$ cat src/rtl/mem_arbiter.sv
// Two-port (instruction fetch / data) arbiter onto a single shared memory bus.
// Round-robin on ties, one outstanding transaction at a time, sticky timeout error.
module mem_arbiter #(
    parameter int AW  = 32,
    parameter int DW  = 32,
    parameter int TMO = 255
) (
    input  logic          clk,
    input  logic          reset,
    input  logic          i_req,
    input  logic [AW-1:0] i_addr,
    output logic [DW-1:0] i_rdata,
    output logic          i_done,
    input  logic          d_req,
    input  logic          d_we,
    input  logic [AW-1:0] d_addr,
    input  logic [DW-1:0] d_wdata,
    output logic [DW-1:0] d_rdata,
    output logic          d_done,
    output logic          mem_req,
    output logic          mem_we,
    output logic [AW-1:0] mem_addr,
    output logic [DW-1:0] mem_wdata,
    input  logic [DW-1:0] mem_rdata,
    input  logic          mem_ack,
    output logic          stall_i,
    output logic          stall_d,
    output logic          err
);

    typedef enum logic [1:0] {
        IDLE    = 2'd0,
        GRANT_I = 2'd1,
        GRANT_D = 2'd2
    } state_t;

    localparam logic [7:0] TMO_C = 8'(TMO);

    state_t        state_q, state_d;
    logic          last_d_q, last_d_d;
    logic [7:0]    cnt_q, cnt_d;
    logic          mem_req_q, mem_req_d;
    logic          mem_we_q, mem_we_d;
    logic [AW-1:0] mem_addr_q, mem_addr_d;
    logic [DW-1:0] mem_wdata_q, mem_wdata_d;
    logic          i_done_q, i_done_d;
    logic          d_done_q, d_done_d;
    logic [DW-1:0] i_rdata_q, i_rdata_d;
    logic [DW-1:0] d_rdata_q, d_rdata_d;
    logic          err_q, err_d;

    logic          i_elig;
    logic          d_elig;
    logic          pick_d;
    logic [7:0]    cnt_inc;

    always_comb begin
        state_d     = state_q;
        last_d_d    = last_d_q;
        cnt_d       = cnt_q;
        mem_req_d   = mem_req_q;
        mem_we_d    = mem_we_q;
        mem_addr_d  = mem_addr_q;
        mem_wdata_d = mem_wdata_q;
        i_done_d    = 1'b0;
        d_done_d    = 1'b0;
        i_rdata_d   = i_rdata_q;
        d_rdata_d   = d_rdata_q;
        err_d       = err_q;

        // A port still showing its done pulse is not eligible, so the finished
        // requester cannot be re-granted on the stale request it is still holding.
        i_elig  = i_req & ~i_done_q;
        d_elig  = d_req & ~d_done_q;
        pick_d  = d_elig & (~i_elig | ~last_d_q);
        cnt_inc = cnt_q + 8'd1;

        case (state_q)
            IDLE: begin
                if (i_elig | d_elig) begin
                    state_d     = pick_d ? GRANT_D : GRANT_I;
                    last_d_d    = pick_d;
                    cnt_d       = 8'd0;
                    mem_req_d   = 1'b1;
                    mem_we_d    = pick_d & d_we;
                    mem_addr_d  = pick_d ? d_addr : i_addr;
                    mem_wdata_d = pick_d ? d_wdata : '0;
                end
            end
            GRANT_I, GRANT_D: begin
                if (mem_ack) begin
                    if (!mem_we_q) begin
                        if (state_q == GRANT_I) begin
                            i_rdata_d = mem_rdata;
                        end else begin
                            d_rdata_d = mem_rdata;
                        end
                    end
                    mem_req_d = 1'b0;
                    i_done_d  = (state_q == GRANT_I);
                    d_done_d  = (state_q == GRANT_D);
                    state_d   = IDLE;
                end else begin
                    cnt_d = cnt_inc;
                    // Abort: requester still gets its done pulse so it can retire.
                    if (cnt_inc == TMO_C) begin
                        err_d     = 1'b1;
                        mem_req_d = 1'b0;
                        i_done_d  = (state_q == GRANT_I);
                        d_done_d  = (state_q == GRANT_D);
                        state_d   = IDLE;
                    end
                end
            end
            default: begin
                state_d = IDLE;
            end
        endcase
    end

    always_ff @(posedge clk or negedge reset) begin
        if (!reset) begin
            state_q     <= IDLE;
            last_d_q    <= 1'b0;
            cnt_q       <= 8'd0;
            mem_req_q   <= 1'b0;
            mem_we_q    <= 1'b0;
            mem_addr_q  <= '0;
            mem_wdata_q <= '0;
            i_done_q    <= 1'b0;
            d_done_q    <= 1'b0;
            i_rdata_q   <= '0;
            d_rdata_q   <= '0;
            err_q       <= 1'b0;
        end else begin
            state_q     <= state_d;
            last_d_q    <= last_d_d;
            cnt_q       <= cnt_d;
            mem_req_q   <= mem_req_d;
            mem_we_q    <= mem_we_d;
            mem_addr_q  <= mem_addr_d;
            mem_wdata_q <= mem_wdata_d;
            i_done_q    <= i_done_d;
            d_done_q    <= d_done_d;
            i_rdata_q   <= i_rdata_d;
            d_rdata_q   <= d_rdata_d;
            err_q       <= err_d;
        end
    end

    assign mem_req   = mem_req_q;
    assign mem_we    = mem_we_q;
    assign mem_addr  = mem_addr_q;
    assign mem_wdata = mem_wdata_q;
    assign i_done    = i_done_q;
    assign d_done    = d_done_q;
    assign i_rdata   = i_rdata_q;
    assign d_rdata   = d_rdata_q;
    assign err       = err_q;
    assign stall_i   = i_req & ~i_done_q;
    assign stall_d   = d_req & ~d_done_q;

endmodule

$ cat config.mk
export PLATFORM = sky130hd
export DESIGN_NAME = mem_arbiter
export DESIGN_NICKNAME = d
export VERILOG_FILES = /design/src/rtl/mem_arbiter.sv
export SDC_FILE = /design/constraint.sdc
export NUM_CORES = 1
export LEC_CHECK = 0
export CELL_PAD_IN_SITES_DETAIL_PLACEMENT = 1
export CELL_PAD_IN_SITES_GLOBAL_PLACEMENT = 1
export CORE_ASPECT_RATIO = 0.7
export CORE_MARGIN = 2
export CORE_UTILIZATION = 29
export DETAILED_ROUTE_END_ITERATION = 12
export PLACE_DENSITY_LB_ADDON = 0.12
export SLEW_MARGIN = 10
export SYNTH_ARGS = -nofsm -noshare
export SYNTH_HDL_FRONTEND = slang
export SYNTH_SLANG_ARGS = --single-unit
$ cat constraint.sdc
create_clock -name clk -period 1.7 [get_ports clk]
set_input_delay 0.255 -clock clk [delete_from_list [all_inputs] [get_ports clk]]
set_output_delay 0.255 -clock clk [all_outputs]
set_load 0.005 [all_outputs]
==> results.yml, run 1 <==
finish:
  final-seq-area_um2: 3603
  post-route-util_pct: 51.41
  antenna_cells: 0
  fill_cells: 1971
  layout-drive-gt1-share_pct: 23.49
  stdcell_count: 1015
  nets: 872
  multiInputGateArea_um2: 2342
  area_growth_pct: 73.44
drt:
  first_iter_violations: 243
  wl_um: 20750
  wl_per_cell_um: 20.44
  via_per_inst: 4.802
  remaining_drc_errors: 0
  drtPass1Iterations: 5
  ant_nets: 0
  route.vias.total: 4874
floorplan:
  fp.dieH_um: 123.2
  initial_core_util_pct: 29.64
  num_io_pins: 269
  row_count: 43
  die_area_um2: 21460
  core-area_um2: 19850
  die_w_um: 174.3
timing:
  report.final.slew_viol_count: 0
  maxClockFrequency_ghz: 0.5594
  setup_ws_ps: -87.72
  finalCritPeriodShare_pct: 105.2
  worst_slew_pin_slew_ps: 390.8
  final.setup_skew_ps: 12.35
  period_minus_slack_ps: 1788
  hold_violations: 0
  rsz0062_at_grt: "true"
  setup_tns_ps: -2186
  slew_headroom_pct: 73.94
  setup_viol: 35
  hold_ws_ps: 297.5
synth:
  synth_ff_type: "dfrtp_1"
  yosysUniqueCellTypes: 44
  synth-edff-count: 0
  synth.avg_cell_area_um2: 13.94
  synth-seq-cells: 144
  syn_inst: 422
  syn_area_um2: 5884
  synth_async_sr_flop_share_pct: 100.0
  synth-seq-area-share_pct: 61.24
  yosys_warnings: 0
  synthesis.nets: 562
clocking:
  clock_sinks: 144
  path_clk_slew_ps: 70
  cts_buffers: 17
  htreeDepth: 4
  clockBufferDepth: 2
  clock-root-buffer: "clkbuf_16"
  insertion_delay_ps: 420
  cts_tree: "done"
outcome:
  violations: "setup timing"
  status: "finished, violations left"
run:
  max_cap_viol_count: 0
global_routing:
  grt_max_degree: 39
  grt_overflow_total: 0
  first_global_vias: 5340
  grt_usage_pct: 18.59
  antenna_found_initial: 0
  grt_pass1_wl_um: 30330
critical_path:
  worstPathArrival_ps: 2100
  reg2reg_slack_ps: -90
  rr_worst_depth: 6
  critical_path_class: "flip-flop to flip-flop"
  worstReg2RegStart: "state_q[0]$_DFFE_PN0P_"
  startpoint: "state_q[0]$_DFFE_PN0P_"
  timing.rr.end: "d_rdata[23]$_DFFE_PN0P_"
  end_kind: "flip-flop"
  crit_required_ps: 2010
  cp_max_fo: 8
  start_kind: "flip-flop"
placement:
  place.gp.congestion: 0.7972
  post-dp-hpwl_um: 14750
  post-place-cells: 970
  pre_cts_ws_ps: -286.3
  io_buffers: 268
power_and_ir_drop:
  peakVddDrop_mv: 0.7596
  p_leak_nw: 4.329
  powerDensity_nw_per_um2: 1802
hold_path:
  hold_path.class: "input pin to asynchronous set/reset pin"
-- cells by family after synthesis --
logic type                 count (synthesis)  synth area share [%]
and+or+nand+nor                           67                 6.868
buffers and inverters                     41                 3.062
AOI/OAI and AO/OA                         93                 14.14
adders and majority gates                  6                 1.276
xor gates and xnor gates                   2                0.2977
DFF                                      144                 61.24
muxes                                     69                 13.12
-- repair_timing --
item | in CTS | in global routing
setup buffers | 1 | 5
setup endpoints to repair | 61 | 128
hold buffers | 1 | 0
pin swaps | 4 | 11
resized for setup | 13 | 44
hold endpoints to repair | 31 | 0
cloned | 0 | 6
-- layout make-up --
class / instances / area share [%]
Sequential cell: 144 / 35.31
Clock buffer: 18 / 4.205
Clock inverter: 14 / 1.410
Tap cell: 270 / 3.310
Multi-Input combinational cell: 237 / 22.95
Inverter: 11 / 0.4046
Timing Repair Buffer: 321 / 32.41
-- how the worst max path moves through the flow --
stage / end / slack, ps / cells past startpoint
after floorplan: state_q[0]$_DFFE_PN0P_ / 2 / 5
after global placement: d_rdata[27]$_DFFE_PN0P_ / -250 / 4
after detailed placement: mem_addr[6]$_DFFE_PN0P_ / -290 / 7
after CTS: d_rdata[13]$_DFFE_PN0P_ / -130 / 5
after global routing: d_rdata[13]$_DFFE_PN0P_ / -160 / 6
final: d_rdata[23]$_DFFE_PN0P_ / -90 / 6
-- synthesized netlist by cell type (4+ instances only) --
| cell type | count | share of area, % |
|---|---|---|
| a22o_1 | 34 | 5.1 |
| and2_0 | 5 | 0.53 |
| buf_2 | 18 | 1.5 |
| mux2_2 | 64 | 12 |
| o21ai_0 | 5 | 0.43 |
| clkbuf_1 | 11 | 0.70 |
| a222oi_1 | 6 | 1.0 |
| dfrtp_1 | 144 | 61 |
| mux2i_1 | 4 | 0.68 |
| nand2b_1 | 5 | 0.53 |
| a221o_1 | 32 | 5.4 |
| and2_1 | 29 | 3.1 |
| inv_1 | 10 | 0.64 |
| ha_1 | 6 | 1.3 |
| nand2_1 | 10 | 0.64 |
-- flip-flops by register name, indices dropped and copies added, names as in the netlist --
name       cells
mem_wdata     32
cnt_q          8
state_q        2
d_rdata       32
mem_addr      32
d_done         1
i_rdata       32
err            1
mem_we         1
mem_req        1
last_d_q       1
i_done         1
-- per-layer routing --
| metal | vias up | track usage (%) | wire length, um |
|---|---|---|---|
| met1 | 2464 | 23.49 | 9272 |
| met2 | 204 | 29.39 | 9357 |
| met3 | 19 | 7.964 | 1868 |
| li1 | 2187 | - | - |
| met4 | 0 | 4.884 | 253 |
| met5 | - | 0 | 0 |
-- per-stage QoR --
| step | power (mW) | instance area (um^2) |
|---|---|---|
| after detailed placement | 14.04 | 9255 |
| final | 18.40 | 10210 |
| after global routing | 19.43 | 10210 |
| after floorplan | 9.012 | 5952 |
| after global placement | 13.79 | 9255 |
| after CTS | 17.95 | 9876 |
-- worst max-delay path: stages (launching register included) --
cell      delay [ps]
dfrtp_1          410
inv_2             70
ha_4             290
nor4bb_4         200
buf_6            190
buf_12           160
mux2_2           340
-- cell usage in the layout (no fill, tap or decap), drive strengths merged, types with 2 or more instances in the layout --
| cell | instances |
|---|---|
| a22o | 34 |
| o21ai | 6 |
| clkdlybuf4s15 | 2 |
| dfrtp | 144 |
| a21oi | 3 |
| and3 | 2 |
| clkdlybuf4s50 | 265 |
| mux2i | 4 |
| nand3b | 3 |
| clkbuf | 22 |
| or3 | 2 |
| ha | 6 |
| nand2 | 10 |
| buf | 49 |
| a222oi | 6 |
| and2 | 34 |
| mux2 | 65 |
| nor2 | 2 |
| o22ai | 2 |
| nand3 | 4 |
| a221o | 32 |
| inv | 20 |
| nand2b | 5 |
| clkinvlp | 4 |
| nand4 | 2 |
-- where the power goes --
group	switching, mW	internal [mW]
clock	1.64	2.07
sequential	0.956	5.05
combinational	3.07	5.61
total	5.66	12.7
Power figures use the tool's default switching activity.
==> run 2, diff against run 1 <==
--- a/config.mk
+++ b/config.mk
@@ -10,6 +10,7 @@
 export CORE_ASPECT_RATIO = 0.7
 export CORE_MARGIN = 2
 export CORE_UTILIZATION = 29
+export CTS_CLUSTER_SIZE = 40
 export DETAILED_ROUTE_END_ITERATION = 12
 export PLACE_DENSITY_LB_ADDON = 0.12
 export SLEW_MARGIN = 10
==> results of run 2 <==
Final layout, timing and power as in run 1 (identical DEF).
==> run 3, diff against run 2 <==
--- a/config.mk
+++ b/config.mk
@@ -12,6 +12,7 @@
 export CORE_UTILIZATION = 29
 export CTS_CLUSTER_SIZE = 40
 export DETAILED_ROUTE_END_ITERATION = 12
+export GPL_TIMING_DRIVEN = 0
 export PLACE_DENSITY_LB_ADDON = 0.12
 export SLEW_MARGIN = 10
 export SYNTH_ARGS = -nofsm -noshare
==> run 3 against run 2 <==
Compared with the run above: the flow still finishes with violations (setup timing); hold slack gained 89 ps; via count rose by 1.5%; critical path depth is 1 lower; register-to-register slack got worse by 30 ps; routed wire length up 4.5%; flip-flop and latch count is the same; first-iteration DRC count down 27%.
==> results.yml, run 3 (same netlist as run 1, synthesis figures left out) <==
outcome:
  status: "finished, violations left"
  violations: "setup timing"
critical_path:
  crit_required_ps: 2020
  cp_max_fo: 5
  slowest_delay_ps: 430
  end_kind: "flip-flop"
  reg2reg_slack_ps: -120
  cp_num_buf_inv: 0
  critical_path_class: "flip-flop to flip-flop"
  worstPathArrival_ps: 2140
  crit_chain: "ha_4 -> nand3_4 -> or3_4 -> a311o_1 -> o32ai_2"
  crit_path_top_delay_cell: "a311o_1"
  start_kind: "flip-flop"
  cp_top_family: "compound AO/OA/AOI/OAI gates"
power_and_ir_drop:
  power.switching_mw: 5.762
  p_leak_nw: 4.549
  power_frac_comb_pct: 49.4
  intPower_mw: 13.37
  sequentialPowerShare_pct: 31.6
  swShare_pct: 30.12
  powerDensity_nw_per_um2: 1827
  clkPwrFrac_pct: 19.0
  peakVddDrop_mv: 0.6975
timing:
  finalCritPeriodShare_pct: 107.2
  maxClockFrequency_ghz: 0.5488
  hold_violations: 0
  period_minus_slack_ps: 1822
  rsz0062_at_grt: "true"
  report.final.slew_viol_count: 0
  final.setup_skew_ps: 7.780
  slew_headroom_pct: 64.82
  setup_ws_ps: -122.3
  setup_viol: 63
  worst_slew_pin_slew_ps: 527.8
floorplan:
  initial_core_util_pct: 29.64
  core-area_um2: 19850
  row_count: 43
  num_io_pins: 269
  fp.dieH_um: 123.2
  die_area_um2: 21460
  die_w_um: 174.3
global_routing:
  antenna_found_initial: 0
  grt_pass1_wl_um: 32330
  first_global_vias: 5603
  grt_usage_pct: 19.77
  grt_max_degree: 78
  grt_overflow_total: 0
finish:
  fill_cells: 1939
  layout-drive-gt1-share_pct: 24.47
  post-route-util_pct: 52.74
  nets: 880
  multiInputGateArea_um2: 2491
  area_growth_pct: 77.95
  layout_common_cells: "clkdlybuf4s50_1 (265), dfrtp_1 (141), mux2_4 (62), a22o_1 (34), a221o_1 (32)"
  antenna_cells: 0
  final-seq-area_um2: 3607
  final_area_um2: 10470
  final_common_cell: "clkdlybuf4s50_1"
drt:
  first_iter_violations: 177
  remaining_drc_errors: 0
  wl_per_cell_um: 21.22
  route.vias.total: 4945
  ant_nets: 0
  wl_um: 21680
  drtPass1Iterations: 5
  via_per_inst: 4.839
hold_path:
  hold_path.class: "input pin to asynchronous set/reset pin"
placement:
  post-dp-hpwl_um: 15070
  io_buffers: 268
  placed_cell_area_um2: 9005
  place.gp.congestion: 0.8037
clocking:
  htreeDepth: 4
  cts_buffers: 17
  clock-root-buffer: "clkbuf_16"
  cts_tree: "done"
  insertion_delay_ps: 410
  path_clk_slew_ps: 60
  clock_sinks: 144
  clockBufferDepth: 2
run:
  max_cap_viol_count: 0
[run 3: cell count changes in the layout (fill, tap and decap cells not counted), moves of 3 or more]
cell      delta
buf_12       -5
buf_4        -9
buf_6        +4
buf_8        +7
clkbuf_2     +4
dfrtp_1      -3
dfrtp_2      +3
inv_6        -4
mux2_2      -34
mux2_4      +34
o21ai_0      -3
o21ai_1      +3
[run 3: worst register-to-register path: stages, from the launching register on]
cell	delay (ps)
dfrtp_1	390
ha_4	180
nand3_4	80
or3_4	390
a311o_1	430
o32ai_2	270
[run 3: repair_timing]
item                                   4_1_cts  5_1_grt
setup endpoints to repair                  144      139
gates resized for setup                     98       74
endpoints found under the hold margin       67        0
gates cloned                                 3        5
hold buffers                                 1        0
pin swaps                                    6       13
setup buffers                               17        5
[run 3: area by class of cell]
class,instances,area share [%]
Clock inverter,12,1.290
Clock buffer,19,4.134
Inverter,11,0.4421
Timing Repair Buffer,300,29.55
Multi-Input combinational cell,237,23.79
Sequential cell,144,34.45
Tap cell,270,3.226
Buffer,29,3.119
[run 3: through the flow]
step / hold slack, ps / std cells / TNS, ps / setup WS, ps / power (mW)
floorplan: -40.59 / 422 / 0 / 1.613 / 9.012
global placement: 464.5 / 960 / -873420 / -5523 / 13.54
finish: 386.4 / 1022 / -2860 / -122.3 / 19.13
global route: 423.1 / 1022 / -8228 / -193.1 / 20.23
detailed placement: 249.0 / 961 / -83960 / -871.9 / 13.77
CTS: 399.7 / 1012 / -3786 / -134.6 / 18.53
[run 3: worst paths after layout]
path,start,endpoint,depth (start not counted)
setup / recovery,cnt_q[0]$_DFFE_PN0P_,state_q[0]$_DFFE_PN0P_,5
hold / removal,reset,mem_wdata[11]$_DFFE_PN0P_,2
max in group asynchronous,reset,cnt_q[1]$_DFFE_PN0P_,3
hold reg to reg,err$_DFFE_PN0P_,err$_DFFE_PN0P_,1
setup reg to reg,cnt_q[0]$_DFFE_PN0P_,state_q[0]$_DFFE_PN0P_,5
min in group clk,d_wdata[17],mem_wdata[17]$_DFFE_PN0P_,2
[run 3: power groups by stage]
stage | clock [mW] | sequential, mW | combinational [mW]
2_1_floorplan | 0 | 6.01 | 3.00
3_3_place_gp | 0 | 5.91 | 7.63
3_5_place_dp | 0 | 5.98 | 7.79
4_1_cts | 3.74 | 6.00 | 8.80
5_1_grt | 3.88 | 6.26 | 10.1
6_report | 3.64 | 6.04 | 9.45
[run 3: layer usage]
| layer | up-vias | track usage, % | routed length, um | part of all wire, % |
|---|---|---|---|---|
| met5 | - | 0 | 0 | 0 |
| met4 | 0 | 5.095 | 297 | 1.4 |
| met3 | 16 | 7.872 | 1878 | 8.7 |
| met2 | 198 | 32.04 | 10100 | 47 |
| met1 | 2522 | 24.79 | 9406 | 43 |
| li1 | 2209 | - | - | - |
